File: src/rtl/dt_pack.sv
// dt_pack: thresholds the 128x128 distance map into the packed
// 16-bit-per-word binary image and counts the surviving pixels.
module dt_pack #(
    parameter int IMG_PIX = 16384,
    parameter int WORDS   = 1024,
    parameter int RD_LAT  = 1
) (
    input  logic        clk,
    input  logic        reset,
    input  logic [7:0]  thr,
    output logic        res_rd,
    output logic [13:0] res_addr,
    input  logic [7:0]  res_di,
    output logic        pk_wr,
    output logic [9:0]  pk_addr,
    output logic [15:0] pk_do,
    output logic [14:0] obj_cnt,
    output logic        done
);
    localparam int AW = $clog2(WORDS);
    localparam logic [AW-1:0] LAST = AW'(IMG_PIX / 16 - 1);

    typedef enum logic [2:0] {
        S_IDLE,
        S_READ,
        S_DRAIN,
        S_WRITE,
        S_FINISH
    } state_t;

    state_t        r_state;
    state_t        w_next;
    logic [AW-1:0] r_word;
    logic [3:0]    r_k;
    logic [15:0]   r_sr;
    logic [14:0]   r_cnt;
    logic [7:0]    r_thr;
    logic          w_cap;
    logic          w_hit;

    // Read data trails the address by one cycle, so pixel k-1 lands at k.
    assign w_cap = (r_state == S_READ && r_k >= 4'(RD_LAT))
                || (r_state == S_DRAIN);
    assign w_hit = (res_di >= r_thr);
    assign obj_cnt = r_cnt;

    always_ff @(posedge clk or negedge reset) begin
        if (!reset) begin
            r_state <= S_IDLE;
        end else begin
            r_state <= w_next;
        end
    end

    always_ff @(posedge clk or negedge reset) begin
        if (!reset) begin
            r_word <= '0;
            r_k    <= '0;
            r_sr   <= '0;
            r_cnt  <= '0;
            r_thr  <= '0;
        end else begin
            if (r_state == S_IDLE) begin
                r_thr <= thr;
            end
            if (r_state == S_READ) begin
                r_k <= r_k + 4'd1;
            end
            if (w_cap) begin
                r_sr  <= {r_sr[14:0], w_hit};
                r_cnt <= r_cnt + 15'(w_hit);
            end
            if (r_state == S_WRITE && r_word != LAST) begin
                r_word <= r_word + 1'b1;
            end
        end
    end

    always_comb begin
        w_next   = r_state;
        res_rd   = 1'b0;
        res_addr = '0;
        pk_wr    = 1'b0;
        pk_addr  = '0;
        pk_do    = '0;
        done     = 1'b0;
        unique case (r_state)
            S_IDLE: begin
                w_next = S_READ;
            end
            S_READ: begin
                res_rd   = 1'b1;
                res_addr = {r_word, r_k};
                if (r_k == 4'd15) begin
                    w_next = S_DRAIN;
                end
            end
            S_DRAIN: begin
                w_next = S_WRITE;
            end
            S_WRITE: begin
                pk_wr   = 1'b1;
                pk_addr = r_word;
                pk_do   = r_sr;
                w_next  = (r_word == LAST) ? S_FINISH : S_READ;
            end
            S_FINISH: begin
                done = 1'b1;
            end
            default: begin
                w_next = S_IDLE;
            end
        endcase
    end
endmodule

File: config.mk
export PLATFORM = sky130hd
export DESIGN_NAME = dt_pack
export DESIGN_NICKNAME = d
export VERILOG_FILES = /design/src/rtl/dt_pack.sv
export SDC_FILE = /design/constraint.sdc
export NUM_CORES = 1
export LEC_CHECK = 0
export ABC_AREA = 0
export CORE_MARGIN = 8
export CORE_UTILIZATION = 53
export DETAILED_ROUTE_END_ITERATION = 12
export PLACE_DENSITY = 0.86
export SKIP_CTS_REPAIR_TIMING = 1
export SLEW_MARGIN = 20
export SYNTH_ARGS = -nofsm -noshare
export SYNTH_HDL_FRONTEND = slang
export SYNTH_SLANG_ARGS = --single-unit
File: constraint.sdc
create_clock -name clk -period 4 [get_ports clk]
set_input_delay 0.6 -clock clk [delete_from_list [all_inputs] [get_ports clk]]
set_output_delay 0.6 -clock clk [all_outputs]
set_load 0.01 [all_outputs]
After elaboration in Yosys (flattened, before gate mapping)
Cells that the tools add are included.
{"block": "classes", "n_mux": 9, "addsub": 3, "order_cmp": 2, "bitwise": 1, "n_eq_ne": 8, "reduce_logical": 5}
{"cell": "16-bit two-way mux", "n": 1}
{"cell": "15-bit by 1-bit adder with 15-bit output", "n": 1}
{"cell": "3-bit one-hot mux with 5 select lines", "n": 1}
{"cell": "14-bit two-way mux", "n": 1}
{"cell": "10-bit by 1-bit adder with 10-bit output, second input constant", "n": 1}
{"cell": "10-bit equality test, second input constant", "n": 1}
{"cell": "10-bit two-way mux", "n": 1}
{"cell": "10-bit != test, second input constant", "n": 1}
{"cell": "8-bit >= comparator", "n": 1}
{"cell": "3-bit by 2-bit equality test with 1-bit output, second input constant", "n": 2}
{"cell": "3-bit two-way mux", "n": 2}
{"cell": "4-bit by 1-bit adder with 4-bit output, second input constant", "n": 1}
{"cell": "4-bit equality test, second input constant", "n": 1}
{"cell": "4-bit by 1-bit >= comparator with 1-bit output, second input constant", "n": 1}
{"cell": "3-bit by 1-bit equality test with 1-bit output, second input constant", "n": 1}
{"cell": "3-bit equality test, second input constant", "n": 1}
{"cell": "3-bit zero test", "n": 1}
{"cell": "1-bit two-way mux", "n": 3}
{"cell": "1-bit logical AND", "n": 2}
{"cell": "2-bit by 1-bit != test with 1-bit output, second input constant", "n": 1}
{"cell": "2-bit AND reduction", "n": 1}
{"cell": "1-bit logical OR", "n": 1}
{"cell": "1-bit NOT", "n": 1}
{"block": "word_totals", "wordCells": 34, "output_inout_bits": 58, "register_bits": 56, "in_bits": 18}

Longest topological paths before layout
Gate-level depths: netlist of run 1.
{"block": "logic_depth", "word_depth": 3, "depth_mapped": 10}

Least setup slack after synthesis of run 1
Ideal clock, no wire load.
{"block": "synth_path", "path_kind": "input port to flip-flop", "from": "input port res_di[1]", "to": "register r_cnt[12], in the netlist obj_cnt[12]", "t_required_ns": 3.866, "arrival_ns": 2.257, "stages": 9, "n_path_buf": 0, "path_slack_ns": 1.610, "path_cell_list": "ha_1 -> or4_1 -> a21oi_1 -> o31ai_1 -> ha_1 -> ha_1 -> nand3_1 -> nor4_2 -> xor2_1"}
{"block": "synth_via", "elab_chain_len": 2}
{"element": "start: declaration", "line": "13", "text": "input logic [7:0] res_di,"}
{"element": "8-bit >= comparator", "line": "44", "text": "assign w_hit = (res_di >= r_thr);"}
{"element": "via w_hit", "line": "39", "text": "logic w_hit;"}
{"element": "15-bit by 1-bit adder with 15-bit output", "line": "71", "text": "r_cnt <= r_cnt + 15'(w_hit);"}
{"element": "end signal: assignment", "line": "71"}
{"element": "end: declaration", "line": "36", "text": "logic [14:0] r_cnt;"}
The timed path passes the listed nets, and every way through them passes these cells.
A chain may end at the register's enable or synchronous reset.

Final worst setup path of run 1
{"block": "layout_path", "from": "register r_state[2]", "to": "output port pk_addr[1]"}
{"block": "layout_via", "elab_chain_len": 2}
{"element": "start: declaration", "line": "31", "text": "state_t r_state;"}
{"element": "start signal: assignment", "line": "51", "text": "r_state <= w_next;"}
{"element": "3-bit by 2-bit equality test with 1-bit output", "line": "87", "text": "unique case (r_state)"}
{"element": "10-bit two-way mux", "line": "87"}
{"element": "end: declaration", "line": "15", "text": "output logic [9:0] pk_addr,"}
No other way between the ends.

==> results of run 1 <==
-- final timing paths --
kind,to,slack [ns]
worst min register to register,obj_cnt[14],0.48
min in group clk,obj_cnt[14],0.48
worst max-delay path,pk_addr[1],1.09
max in group asynchronous,r_k[0],2.85
worst max register to register,obj_cnt[10],1.59
worst min-delay path,obj_cnt[11],0.42
-- routing by layer --
metal | part of all wire | routed length, um | vias up
li1 | - | - | 1175
met1 | 0.43 | 2890 | 1174
met2 | 0.51 | 3420 | 65
met3 | 0.052 | 353 | 5
met4 | 0.012 | 82 | 0
met5 | 0 | 0 | -
-- flip-flops by register name (all words and copies together), names as in the netlist --
name	count
obj_cnt	15
r_k	4
r_state	3
r_word	10
r_thr	8
r_sr	16
-- worst reg2reg max path, stage by stage, from the launching register on --
cell	delay [ns]
sky130_fd_sc_hd__dfrtp_1	0.34
sky130_fd_sc_hd__inv_1	0.05
sky130_fd_sc_hd__ha_1	0.28
sky130_fd_sc_hd__o21a_1	0.12
sky130_fd_sc_hd__a21oi_1	0.06
sky130_fd_sc_hd__o31ai_1	0.37
sky130_fd_sc_hd__ha_1	0.30
sky130_fd_sc_hd__ha_1	0.30
sky130_fd_sc_hd__nand3_1	0.16
sky130_fd_sc_hd__nor3_2	0.20
sky130_fd_sc_hd__xor2_1	0.18
-- placed cells by master (no fill, tap or decap), types with 4 or more instances in the layout --
cell                              Yosys  routed
sky130_fd_sc_hd__nand3_1              6       6
sky130_fd_sc_hd__and3_1              17      17
sky130_fd_sc_hd__ha_1                14      14
sky130_fd_sc_hd__and2_1              27      27
sky130_fd_sc_hd__xnor2_1              9       9
sky130_fd_sc_hd__xor2_1              12      12
sky130_fd_sc_hd__buf_4                0       4
sky130_fd_sc_hd__nor3_1               7       7
sky130_fd_sc_hd__dfrtp_1             56      56
sky130_fd_sc_hd__o21ai_0              8       8
sky130_fd_sc_hd__a21oi_1              7       7
sky130_fd_sc_hd__inv_1               12      12
sky130_fd_sc_hd__nor2_1               4       4
sky130_fd_sc_hd__nand4_1             10      10
sky130_fd_sc_hd__nor4_2               4       4
sky130_fd_sc_hd__nand2_1             70      70
sky130_fd_sc_hd__clkdlybuf4s50_1      0      74
sky130_fd_sc_hd__clkbuf_8             0       5
-- cell families after synthesis --
kind of cell               after synthesis  share of synthesized area
buffers and inverters                   25                     0.0383
and+or+nand+nor                        161                      0.296
muxes                                    3                     0.0115
adders and majority gates               14                     0.0596
AOI/OAI and AO/OA                       26                     0.0549
DFF                                     56                      0.477
xor gates and xnor gates                21                     0.0626
-- metrics by stage --
stage | hold slack, ns | setup slack [ns] | cells | power, mW | cell area [um2]
after detailed placement | 0.469 | 0.868 | 444 | 0.928 | 3740
after floorplan | 0.304 | 1.61 | 306 | 0.792 | 2940
final | 0.425 | 1.09 | 452 | 1.28 | 3850
after CTS | 0.455 | 1.07 | 452 | 1.30 | 3850
after global routing | 0.490 | 0.935 | 452 | 1.35 | 3850
after global placement | 0.452 | 0.977 | 444 | 0.914 | 3740
-- final cells by class --
| cell class | count | share of cell area |
|---|---|---|
| clock inverter | 3 | 0.0110 |
| multi-input combinational | 225 | 0.370 |
| timing repair buffer | 79 | 0.201 |
| inverter | 12 | 0.0117 |
| tap | 72 | 0.0234 |
| clock buffer | 5 | 0.0179 |
| sequential | 56 | 0.364 |
-- report_power, final --
group / total, mW / internal [mW] / switching, mW
Combinational: 0.227 / 0.117 / 0.110
Clock: 0.367 / 0.185 / 0.182
Sequential: 0.688 / 0.622 / 0.0653
==> run metrics, run 1 <==
run status completed; met2 routing resource usage after global routing 0.288; class of the tightest hold or removal check in2async; sum of negative setup slack 0 ns; number of input and output port buffers inserted 75; most instantiated flip-flop cell in the synthesis netlist sky130_fd_sc_hd__dfrtp_1; biggest area consumer among synthesized cells sky130_fd_sc_hd__dfrtp_1; TritonCTS sink count 56; critical path peak fanout 20; number of routed nets with antenna violations 0; Clock Pin Slew Worst Setup and Hold Paths 0.10 ns; startpoint of the worst setup timing path r_state[2]; share of post-route cells with drive strength above 1 0.0711; global routing met1 resource utilization 0.201; first-pass GRT wire length 11700 um; sequence of cells on the critical path and3b_1 > buf_4 > and2_1 > clkdlybuf4s50_1; unrepaired setup endpoints after global routing false; vias in the first global route 2412; critical path launch point type flip-flop; endpoint kind of the worst setup timing path output pin; max incr delay on CP 0.55 ns; number of inserted diodes 0; FFs w/ async S/R, synth 1.00; fin crit period 2.91 ns; post-DR wirelength/cell 14.9 um; clock latency at the later pin of the worst-skew pair 0.31 ns; via density per instance 5.35; Reg-to-Reg Start r_thr[4]; number of fillers in the final layout 439; total grt overflow 0; Final HPWL DP 5010 um; peak supply drop 229 uV; area of the mapped netlist 2940 um2; Max H-tree Level 2; deepest clock path buffer count 2; post-route clock period utilization 0.727; syn avg cell area 9.60 um2; total core area 5440 um2; most frequent cell after synthesis sky130_fd_sc_hd__nand2_1; busiest metal layer after global routing met2; met3 Usage GRT 0.0466; slowest stage cell, crit path sky130_fd_sc_hd__clkdlybuf4s50_1; final standard cell utilization of the core 0.708; pwr dens 333 nW/um2; worst endpoint data arrival time 2.31 ns; number of flops mapped to enable cells by yosys 0; critical path's top delay family buffers and inverters; antenna violations before repair 0; number of flip-flops and latches in the synthesized netlist 56; fmax 344 MHz; required time worst endpoint 3.40 ns; Synthesized Nets 338; clock tree from TritonCTS done; placer's final routability congestion estimate 0.798; commonest cells in the netlist 70 x sky130_fd_sc_hd__nand2_1, 56 x sky130_fd_sc_hd__dfrtp_1, 27 x sky130_fd_sc_hd__and2_1; number of CTS-inserted buffers 5; number of nets in the final layout 411; warning count from the yosys run 0; initial detailed-routing violation count 144; Max Transition Viols Final 0; max-cap violation count 0; critical setup path kind reg2out; total number of vias 2419; measured slew at the worst slew-check pin 0.940 ns; post-synthesis cell count 306; detailed-routing iteration count for the pre-antenna-repair pass 4; static leakage 1.77 nW; pin count of the biggest net entering global routing 45; area of the multi-input gates 1430 um2; hold violation count in the final report 0; overall die width 90.5 um; area used by sequential logic in the layout 1400 um2; number of buffer and inverter instances along the worst setup path 2; cell count along the critical path 4; Worst slew margin 0.373; Clock Skew 0.0107 ns; cell chosen for the clock root sky130_fd_sc_hd__clkbuf_8; Die Footprint 8180 um2; number of distinct library cell variants in the gate-level netlist after synthesis 40; area share of the largest cell type after synthesis 0.477; top cells by area, synth sky130_fd_sc_hd__dfrtp_1 48%, sky130_fd_sc_hd__nand2_1 8.9%, sky130_fd_sc_hd__ha_1 6.0%, sky130_fd_sc_hd__and2_1 5.7%, sky130_fd_sc_hd__and3_1 3.6%; height of the die 90.5 um; sequential element share of the synthesized area 0.477; DRC violation count after routing 0; Worst Reg2Reg Path Length in Cells 10; number of placement rows 27; post-synthesis to final-layout area growth 31.0%; final wirelength 6740 um; initial cell density of the core 0.540; final number of setup-violating endpoints 0; Tot GR Track Use 0.169; Boundary Pins 76
(Power assumes the default switching activity.)
==> run 2: changes to the inputs <==
--- a/config.mk
+++ b/config.mk
@@ -7,9 +7,9 @@
 export LEC_CHECK = 0
 export ABC_AREA = 0
 export CORE_MARGIN = 8
-export CORE_UTILIZATION = 53
+export CORE_UTILIZATION = 49
 export DETAILED_ROUTE_END_ITERATION = 12
-export PLACE_DENSITY = 0.86
+export PLACE_DENSITY = 0.8
 export SKIP_CTS_REPAIR_TIMING = 1
 export SLEW_MARGIN = 20
 export SYNTH_ARGS = -nofsm -noshare
==> constraint.sdc (replaced) <==
create_clock -name clk -period 2.7 [get_ports clk]
set_input_delay 0.405 -clock clk [delete_from_list [all_inputs] [get_ports clk]]
set_output_delay 0.405 -clock clk [all_outputs]
set_load 0.01 [all_outputs]
==> run metrics, run 2 (same netlist as run 1, synthesis figures left out) <==
post-placement setup slack -0.149 ns (was 0.868 ns); antenna violations before repair 0 (unchanged); most common library cell in the layout ignoring fill and taps sky130_fd_sc_hd__clkdlybuf4s50_1 (unchanged); number of flip-flops under the largest register name 16 (unchanged); deepest clock path buffer count 2 (unchanged); clock tree from TritonCTS done (unchanged); Top cell by count, worst path sky130_fd_sc_hd__ha_1; worst endpoint data arrival time 2.71 ns (was 2.31 ns); vias in the first global route 2376 (was 2412); final standard cell utilization of the core 0.661 (was 0.708); sum of negative setup slack 0 ns (unchanged); post-route clock period utilization 0.920; overall die width 93.4 um (was 90.5 um); max incr delay on CP 0.45 ns (was 0.55 ns); reg-to-reg slack, setup 0.39 ns (was 1.59 ns); fin crit period 2.48 ns; hold violation count in the final report 0 (unchanged); Die Footprint 8730 um2 (was 8180 um2); cell chosen for the clock root sky130_fd_sc_hd__clkbuf_8 (unchanged); critical path peak fanout 5 (was 20); endpoint kind of the worst setup timing path flip-flop (was output pin); commonest cells after routing, fill and taps aside 74 x sky130_fd_sc_hd__clkdlybuf4s50_1, 70 x sky130_fd_sc_hd__nand2_1, 56 x sky130_fd_sc_hd__dfrtp_1 (unchanged); number of placement rows 28 (was 27); critical setup path kind in2reg (was reg2out); number of CTS-inserted buffers 5 (unchanged); fmax 403 MHz; peak supply drop 272 uV (was 229 uV); detailed-routing iteration count for the pre-antenna-repair pass 4 (unchanged); Final HPWL DP 4910 um (was 5010 um); busiest metal layer after global routing met2 (unchanged); number of inserted diodes 0 (unchanged); via density per instance 5.25 (was 5.35); reg-to-reg critical path endpoint obj_cnt[12] (was obj_cnt[10]); Max Transition Viols Final 0 (unchanged); initial detailed-routing violation count 77 (was 144); final number of setup-violating endpoints 0 (unchanged); placed cell areas 3780 um2 (was 3740 um2); run status completed (unchanged); Worst slew margin 0.415 (was 0.373); Clock Pin Slew Worst Setup and Hold Paths 0.10 ns (about the same); area used by sequential logic in the layout 1400 um2 (unchanged); pin count of the biggest net entering global routing 40 (was 45); number of buffer and inverter instances along the worst setup path 2 (unchanged); number of nets in the final layout 416 (was 411); placer's final routability congestion estimate 0.762 (was 0.798); final wirelength 6550 um (was 6740 um); TritonCTS sink count 56 (unchanged); required time worst endpoint 2.93 ns (was 3.40 ns); total grt overflow 0 (unchanged); static leakage 1.78 nW (was 1.77 nW); Boundary Pins 76 (unchanged); critical path launch point type input pin (was flip-flop); met3 Usage GRT 0.0296 (was 0.0466); post-DR wirelength/cell 14.3 um (was 14.9 um); unrepaired setup endpoints after global routing false (unchanged); Power Total 1.80 mW (was 1.28 mW); number of routed nets with antenna violations 0 (unchanged); pwr dens 464 nW/um2 (was 333 nW/um2); clock latency at the later pin of the worst-skew pair 0.31 ns (about the same); met2 routing resource usage after global routing 0.259 (was 0.288); Max H-tree Level 2 (unchanged); measured slew at the worst slew-check pin 0.878 ns (was 0.940 ns); total number of vias 2408 (was 2419); slowest stage cell, crit path sky130_fd_sc_hd__clkdlybuf4s50_1 (unchanged); share of post-route cells with drive strength above 1 0.0807 (was 0.0711); cell count along the critical path 11 (was 4); Reg-to-Reg Start r_thr[3] (was r_thr[4]); critical path's top delay family adder cells (was buffers and inverters); number of input and output port buffers inserted 75 (unchanged); post-synthesis to final-layout area growth 31.5% (was 31.0%); Worst Reg2Reg Path Length in Cells 10 (unchanged); initial cell density of the core 0.502 (was 0.540); register with the highest flop count r_sr (unchanged); sequence of cells on the critical path clkdlybuf4s50_1 > inv_1 > ha_1 > nand2b_1 > a21oi_1 > o31ai_1 > ha_1 > ha_1 > nand3_1 > nor4_2 > xor2_1 (was and3b_1 > buf_4 > and2_1 > clkdlybuf4s50_1); first-pass GRT wire length 11200 um (was 11700 um); total core area 5850 um2 (was 5440 um2); max-cap violation count 0 (unchanged); Tot GR Track Use 0.156 (was 0.169); fin worst setup slack 0.217 ns (was 1.09 ns); finished layout cell area 3870 um2 (was 3850 um2); global routing met1 resource utilization 0.199 (was 0.201); DRC violation count after routing 0 (unchanged); height of the die 93.4 um (was 90.5 um); area of the multi-input gates 1430 um2 (about the same); class of the tightest hold or removal check in2async (unchanged); number of fillers in the final layout 478 (was 439); Clock Skew 0.0102 ns (was 0.0107 ns)
[run 2: worst max path at each step]
stage	from	slack [ns]	end
2_1_floorplan	res_di[1]	0.50	obj_cnt[12]
3_3_place_gp	res_di[0]	-0.05	obj_cnt[12]
3_5_place_dp	res_di[0]	-0.15	obj_cnt[12]
4_1_cts	res_di[0]	0.18	obj_cnt[12]
5_1_grt	res_di[0]	0.003	obj_cnt[12]
6_report	res_di[0]	0.22	obj_cnt[12]
[run 2: report_power, final]
group          switching [mW]  internal, mW  total [mW]
logic                   0.159         0.182       0.341
clock network           0.258         0.176       0.435
registers              0.0978         0.922        1.02
total                   0.516          1.28        1.80
[run 2: area by class of cell]
type | instances | area share
clock inverter | 2 | 0.00324
tap | 75 | 0.0243
sequential | 56 | 0.362
multi-input combinational | 225 | 0.370
clock buffer | 5 | 0.0178
inverter | 12 | 0.0117
timing repair buffer | 84 | 0.210
[run 2: stage by stage]
| step | instances | hold slack (ns) |
|---|---|---|
| 2_1_floorplan | 306 | 0.109 |
| 3_3_place_gp | 452 | 0.454 |
| 3_5_place_dp | 452 | 0.458 |
| 4_1_cts | 459 | 0.224 |
| 5_1_grt | 459 | 0.269 |
| 6_report | 459 | 0.200 |
[run 2: worst reg2reg max path, stage by stage, from the launching register on]
cell and delay, ns:
sky130_fd_sc_hd__dfrtp_1 0.34, sky130_fd_sc_hd__inv_1 0.05, sky130_fd_sc_hd__ha_1 0.27, sky130_fd_sc_hd__o21a_1 0.12
sky130_fd_sc_hd__a21oi_1 0.06, sky130_fd_sc_hd__o31ai_1 0.37, sky130_fd_sc_hd__ha_1 0.24, sky130_fd_sc_hd__ha_1 0.24
sky130_fd_sc_hd__nand3_1 0.17, sky130_fd_sc_hd__nor4_2 0.20, sky130_fd_sc_hd__xor2_1 0.18
[run 2: metal layers]
layer / up-vias / share of wire
met5: - / 0
met4: 0 / 0.013
met3: 7 / 0.050
met2: 57 / 0.49
met1: 1160 / 0.45
li1: 1184 / -
